`src/rtl/control_unit.sv`:
```
// control_unit: sequencing FSM for the 8-bit accumulator CPU datapath.
// Runs fetch (F0..F2), decode, indirect resolution, operand read and execute,
// and produces every datapath strobe plus the cycle counter SC and the
// latched decode fields.
// Ports:
//   CLK, RST          clock, asynchronous active-high reset
//   start             begin execution (sampled in IDLE, EXE, HALT)
//   dr_in[7:0]        memory data register, loaded into the internal IR in F2
//   ar_ld, ar_sel     AR load strobe and source (00 PC, 01 IR[3:0], 10 DR[3:0])
//   pc_inc, ir_ld     PC increment, datapath IR load
//   mem_write         M[AR] <= AC
//   alu_en, alu_op    ALU evaluate strobe and opcode
//   ac_ld, ac_src     AC load and source (0 ALU, 1 DR)
//   SC, opcode, I     cycle index and latched instruction fields
//   busy, done, halted status
module control_unit (
  input  logic       CLK,
  input  logic       RST,
  input  logic       start,
  input  logic [7:0] dr_in,
  output logic       ar_ld,
  output logic [1:0] ar_sel,
  output logic       pc_inc,
  output logic       ir_ld,
  output logic       mem_write,
  output logic       alu_en,
  output logic [2:0] alu_op,
  output logic       ac_ld,
  output logic       ac_src,
  output logic [2:0] SC,
  output logic [2:0] opcode,
  output logic       I,
  output logic       busy,
  output logic       done,
  output logic       halted
);

  localparam int unsigned OP_W = 3;
  localparam int unsigned SC_W = 3;

  localparam logic [OP_W-1:0] OP_LDA = 3'b100;
  localparam logic [OP_W-1:0] OP_STA = 3'b101;
  localparam logic [OP_W-1:0] OP_SHL = 3'b011;
  localparam logic [OP_W-1:0] OP_CMA = 3'b110;
  localparam logic [OP_W-1:0] OP_HLT = 3'b111;

  typedef enum logic [3:0] {
    S_IDLE, S_F0, S_F1, S_F2, S_DEC, S_IND0, S_IND1, S_RD, S_EXE, S_HALT
  } state_t;

  typedef struct packed {
    logic       ar_ld;
    logic [1:0] ar_sel;
    logic       pc_inc;
    logic       ir_ld;
    logic       mem_write;
    logic       alu_en;
    logic       ac_ld;
    logic       ac_src;
    logic       busy;
    logic       done;
    logic       halted;
  } ctrl_t;

  state_t      state, state_n;
  logic [7:0]  ir, ir_n;
  ctrl_t       ctrl, ctrl_n;
  logic [SC_W-1:0] sc_n;

  function automatic logic is_reg_op(input logic [OP_W-1:0] op);
    return (op == OP_SHL) || (op == OP_CMA) || (op == OP_HLT);
  endfunction

  // Moore strobe decode for a given state and IR value
  function automatic ctrl_t decode(input state_t s, input logic [7:0] ir_v);
    ctrl_t d;
    d = '0;
    case (s)
      S_F0:   begin d.busy = 1'b1; d.ar_ld = 1'b1; d.ar_sel = 2'b00; end
      S_F1:   begin d.busy = 1'b1; d.pc_inc = 1'b1; end
      S_F2:   begin d.busy = 1'b1; d.ir_ld = 1'b1; end
      S_DEC: begin
        d.busy = 1'b1;
        if (!is_reg_op(ir_v[6:4])) begin
          d.ar_ld  = 1'b1;
          d.ar_sel = 2'b01;
        end
      end
      S_IND0: d.busy = 1'b1;
      S_IND1: begin d.busy = 1'b1; d.ar_ld = 1'b1; d.ar_sel = 2'b10; end
      S_RD:   d.busy = 1'b1;
      S_EXE: begin
        d.busy = 1'b1;
        d.done = 1'b1;
        case (ir_v[6:4])
          OP_LDA: begin d.ac_ld = 1'b1; d.ac_src = 1'b1; end
          OP_STA: d.mem_write = 1'b1;
          OP_HLT: ;
          default: begin d.alu_en = 1'b1; d.ac_ld = 1'b1; end
        endcase
      end
      S_HALT: d.halted = 1'b1;
      default: ;
    endcase
    return d;
  endfunction

  // State, IR latch and registered outputs
  always_ff @(posedge CLK or posedge RST) begin
    if (RST) begin
      state <= S_IDLE;
      ir    <= '0;
      ctrl  <= '0;
      SC    <= '0;
    end else begin
      state <= state_n;
      ir    <= ir_n;
      ctrl  <= ctrl_n;
      SC    <= sc_n;
    end
  end

  // Next state and IR capture
  always_comb begin
    state_n = state;
    ir_n    = ir;
    case (state)
      S_IDLE: if (start) state_n = S_F0;
      S_F0:   state_n = S_F1;
      S_F1:   state_n = S_F2;
      S_F2: begin
        ir_n    = dr_in;
        state_n = S_DEC;
      end
      S_DEC: begin
        if (is_reg_op(ir[6:4]))   state_n = S_EXE;
        else if (ir[7])           state_n = S_IND0;
        else if (ir[6:4] == OP_STA) state_n = S_EXE;
        else                      state_n = S_RD;
      end
      S_IND0: state_n = S_IND1;
      S_IND1: state_n = (ir[6:4] == OP_STA) ? S_EXE : S_RD;
      S_RD:   state_n = S_EXE;
      S_EXE: begin
        if (ir[6:4] == OP_HLT) state_n = S_HALT;
        else if (start)        state_n = S_F0;
        else                   state_n = S_IDLE;
      end
      S_HALT: if (start) state_n = S_F0;
      default: state_n = S_IDLE;
    endcase
  end

  // Outputs are registered from the upcoming state so they stay Moore-aligned
  always_comb begin
    ctrl_n = decode(state_n, ir_n);
    sc_n   = SC_W'(SC + SC_W'(1));
    if (state_n == S_IDLE || state_n == S_HALT || state_n == S_F0) sc_n = '0;
  end

  assign ar_ld     = ctrl.ar_ld;
  assign ar_sel    = ctrl.ar_sel;
  assign pc_inc    = ctrl.pc_inc;
  assign ir_ld     = ctrl.ir_ld;
  assign mem_write = ctrl.mem_write;
  assign alu_en    = ctrl.alu_en;
  assign ac_ld     = ctrl.ac_ld;
  assign ac_src    = ctrl.ac_src;
  assign busy      = ctrl.busy;
  assign done      = ctrl.done;
  assign halted    = ctrl.halted;
  assign opcode    = ir[6:4];
  assign alu_op    = ir[6:4];
  assign I         = ir[7];

endmodule
```
`config.mk`:
```
export PLATFORM = sky130hd
export DESIGN_NAME = control_unit
export DESIGN_NICKNAME = d
export VERILOG_FILES = /design/src/rtl/control_unit.sv
export SDC_FILE = /design/constraint.sdc
export NUM_CORES = 1
export LEC_CHECK = 0
export BUFFER_PORTS_ARGS = -buffer_cell sky130_fd_sc_hd__buf_2
export CELL_PAD_IN_SITES_DETAIL_PLACEMENT = 0
export CELL_PAD_IN_SITES_GLOBAL_PLACEMENT = 1
export CORE_ASPECT_RATIO = 1.4
export CORE_UTILIZATION = 41
export CTS_BUF_LIST = sky130_fd_sc_hd__clkbuf_16
export DETAILED_ROUTE_END_ITERATION = 8
export PLACE_DENSITY = 0.88
export SYNTH_ARGS = -nofsm -noshare
export SYNTH_HDL_FRONTEND = slang
export SYNTH_SLANG_ARGS = --single-unit
```
`constraint.sdc`:
```
create_clock -name CLK -period 3.7 [get_ports CLK]
set_input_delay 0.74 -clock CLK [delete_from_list [all_inputs] [get_ports CLK]]
set_output_delay 0.74 -clock CLK [all_outputs]
set_load 0.1 [all_outputs]
```
==> impl_metrics.yaml <==
timing:
  report.final.hold_viol_count: 0
  achievable-frequency_ghz: 0.492
  worst_slack_ps: 1670
  setup_repair_after_global_routing_missed_its_margin: "false"
  timing_worst_slew_pin_value_ps: 832
  report.final.slew_viol_count: 0
  setup_viol: 0
  timing.final.crit_period_ps: 2030
  finClkSkew_ps: 1.82
  fin_setup_tns_ps: 0
  post-route-period-util_pct: 54.9
  worst_slew_margin_rel_pct: 44.5
final_layout:
  fraction_of_final_layout_cells_sized_beyond_drive_strength_1_pct: 31.2
  antenna_cells: 0
  final_nets: 138
  final_common_cell: "buf_2"
  layout-area-overhead-vs-synth_pct: 18.3
  layout.cells.most_common_list: "buf_2 (28), dfrtp_1 (23), inv_1 (7), nor3_1 (6), nor2_1 (6)"
  finish.instance_area_sq_um: 1290
worst_setup_path:
  critical_path_buf_inv_count: 1
  cpMaxStageDelayCell: "dfrtp_1"
  critical_path_required_ps: 2960
  crit_path_max_fanout: 13
  worstSetupStartpointType: "flip-flop"
  critical_path.max_stage_delay_ps: 540
  worst_setup_path_end_kind: "output port"
  r2r_setup_slack_ps: 1750
  worstPathArrival_ps: 1290
  cell_breakdown_of_the_critical_path: "buf_2"
  critical_path_class: "flip-flop to output port"
  critical_path.top_delay_family: "flip-flops"
placed_design:
  post-dp-hpwl_mm: 1.46
  io_buffers: 28
  placed_area_sq_um: 1210
  dpl_worst_slack_ps: 1770
  gp_congestion: 0.786
global_route:
  antenna_found_initial: 0
  pin_count_of_the_biggest_net_entering_global_routing: 24
  grt_overflow_total: 0
  grtUsageTotal_pct: 17.0
  busiest_layer: "met2"
  grt_pass1_vias: 812
  grt_first_pass_wirelength_mm: 3.50
  global_route.usage.met2_pct: 28.9
  met3_usage_pct: 2.87
  use_met1_pct: 18.1
status:
  status: "finished clean"
floorplanning:
  row_count: 21
  boundaryPins: 33
  die-area_sq_um: 2880
  initial_core_util_pct: 44.3
  dieHeight_um: 63.1
  die_w_um: 45.6
  core_area_sq_um: 2470
route:
  antenna_left: 0
  totalWireLength_mm: 2.00
  detail_route.wl_per_cell_um: 12.6
  detailroute.via_count: 787
  firstDrtPassIters: 4
  drtIter0Drc: 12
  route.detailed.vias_per_inst: 4.95
  route.detailed.drc: 0
clock_network:
  insertion_delay_to_the_later_sink_of_the_worst_skew_pair_ps: 250
  clockRootBuffer: "clkbuf_16"
  clk_path_buf_depth: 2
  cts.clk_slew.worst_paths_ps: 60
  cts_tree: "done"
  ctsHoldBuffers: 0
  post_cts_resize_count: 0
  numCtsBuffers: 3
  cts-htree-levels: 1
  tritoncts_num_sinks: 23
  postCtsSetupRepairBufs: 0
logic_synthesis:
  post_synth_instance_area_sq_um: 1090
  post_synth.cell_area_avg_sq_um: 10.8
  syn_nets: 113
  synth.ff_latch_count: 23
  ys.flop_type: "dfrtp_1"
  yosysSeqAreaShare_pct: 52.6
  postSynthCellCount: 101
  async_flop_share_pct: 100
  yosysWarnings: 0
  synth-edff-count: 0
  synthDistinctLibCells: 38
worst_hold_path:
  timing.hold.worst.class: "flip-flop to flip-flop"
flow_run:
  maxCapViolations: 0
-- state kept, by name (all words and copies together), names as in the netlist --
register   count
SC             3
ac_ld          1
ac_src         1
alu_en         1
ar_ld          1
ar_sel         2
busy           1
done           1
halted         1
ir             4
ir_ld          1
mem_write      1
pc_inc         1
state          4
-- per-stage QoR --
| step | util, % | hold WS [ps] | cells |
|---|---|---|---|
| 2_1_floorplan | - | 507 | 101 |
| 6_report | 52.4 | 454 | 159 |
| 3_3_place_gp | 49.1 | 441 | 155 |
| 4_1_cts | 52.4 | 458 | 159 |
| 3_5_place_dp | 49.1 | 450 | 155 |
| 5_1_grt | 52.4 | 487 | 159 |
-- cells by family (layout without fill, tap and decap cells) --
family,after synthesis,count (layout),share of synthesized area (%)
AOI/OAI and AO/OA,18,18,11.7
buffers and inverters,15,39,8.12
adders and majority gates,2,2,2.06
DFF,23,23,52.6
and+or+nand+nor,36,36,19.0
muxes,5,5,4.92
xor gates and xnor gates,2,2,1.60
-- synth_stat cells, types with 2 or more instances --
library cell   n  area share (%)
and2_1         2             1.1
buf_4          4             2.7
mux2_2         3             3.1
dfrtp_1       23              53
and3b_1        2             1.6
buf_2          2            0.92
nand2b_1       5             2.9
nor3_1         6             2.7
a31oi_1        3             1.7
mux2i_1        2             1.8
nor2_1         6             2.1
and3_1         4             2.3
inv_1          7             2.4
o21ai_0        4             1.8
nand2_1        2            0.69
a21oi_1        3             1.4
buf_6          2             2.1
-- layout make-up --
type	count	area (sq um)
fillers	238	1180
multi-input cells	63	429
flip-flops and latches	23	576
repair buffers	28	140
well taps	34	42.5
clock buffers	3	75.1
clock inverters	1	5.00
inverters	7	26.3
-- routing by layer --
| layer | part of all wire, % | up-vias | wire [um] |
|---|---|---|---|
| li1 | - | 394 | - |
| met1 | 40 | 365 | 798 |
| met2 | 54 | 22 | 1080 |
| met3 | 3.8 | 6 | 76 |
| met4 | 2.3 | 0 | 46 |
| met5 | 0 | - | 0 |
-- final timing paths --
check	to	cells past startpoint	from
setup / recovery	alu_op[1]	1	ir[5]$_DFF_PP0_
hold / removal	SC[0]$_DFF_PP0_	1	SC[0]$_DFF_PP0_
setup reg to reg	SC[1]$_DFF_PP0_	5	ir[6]$_DFF_PP0_
hold reg to reg	SC[0]$_DFF_PP0_	1	SC[0]$_DFF_PP0_
max in group asynchronous	ir_ld$_DFF_PP0_	2	RST
min in group asynchronous	SC[0]$_DFF_PP0_	2	RST
Power is left out: the tool's default activity adds up to more than one toggle a clock period on the data nets, which glitch-free logic cannot reach.
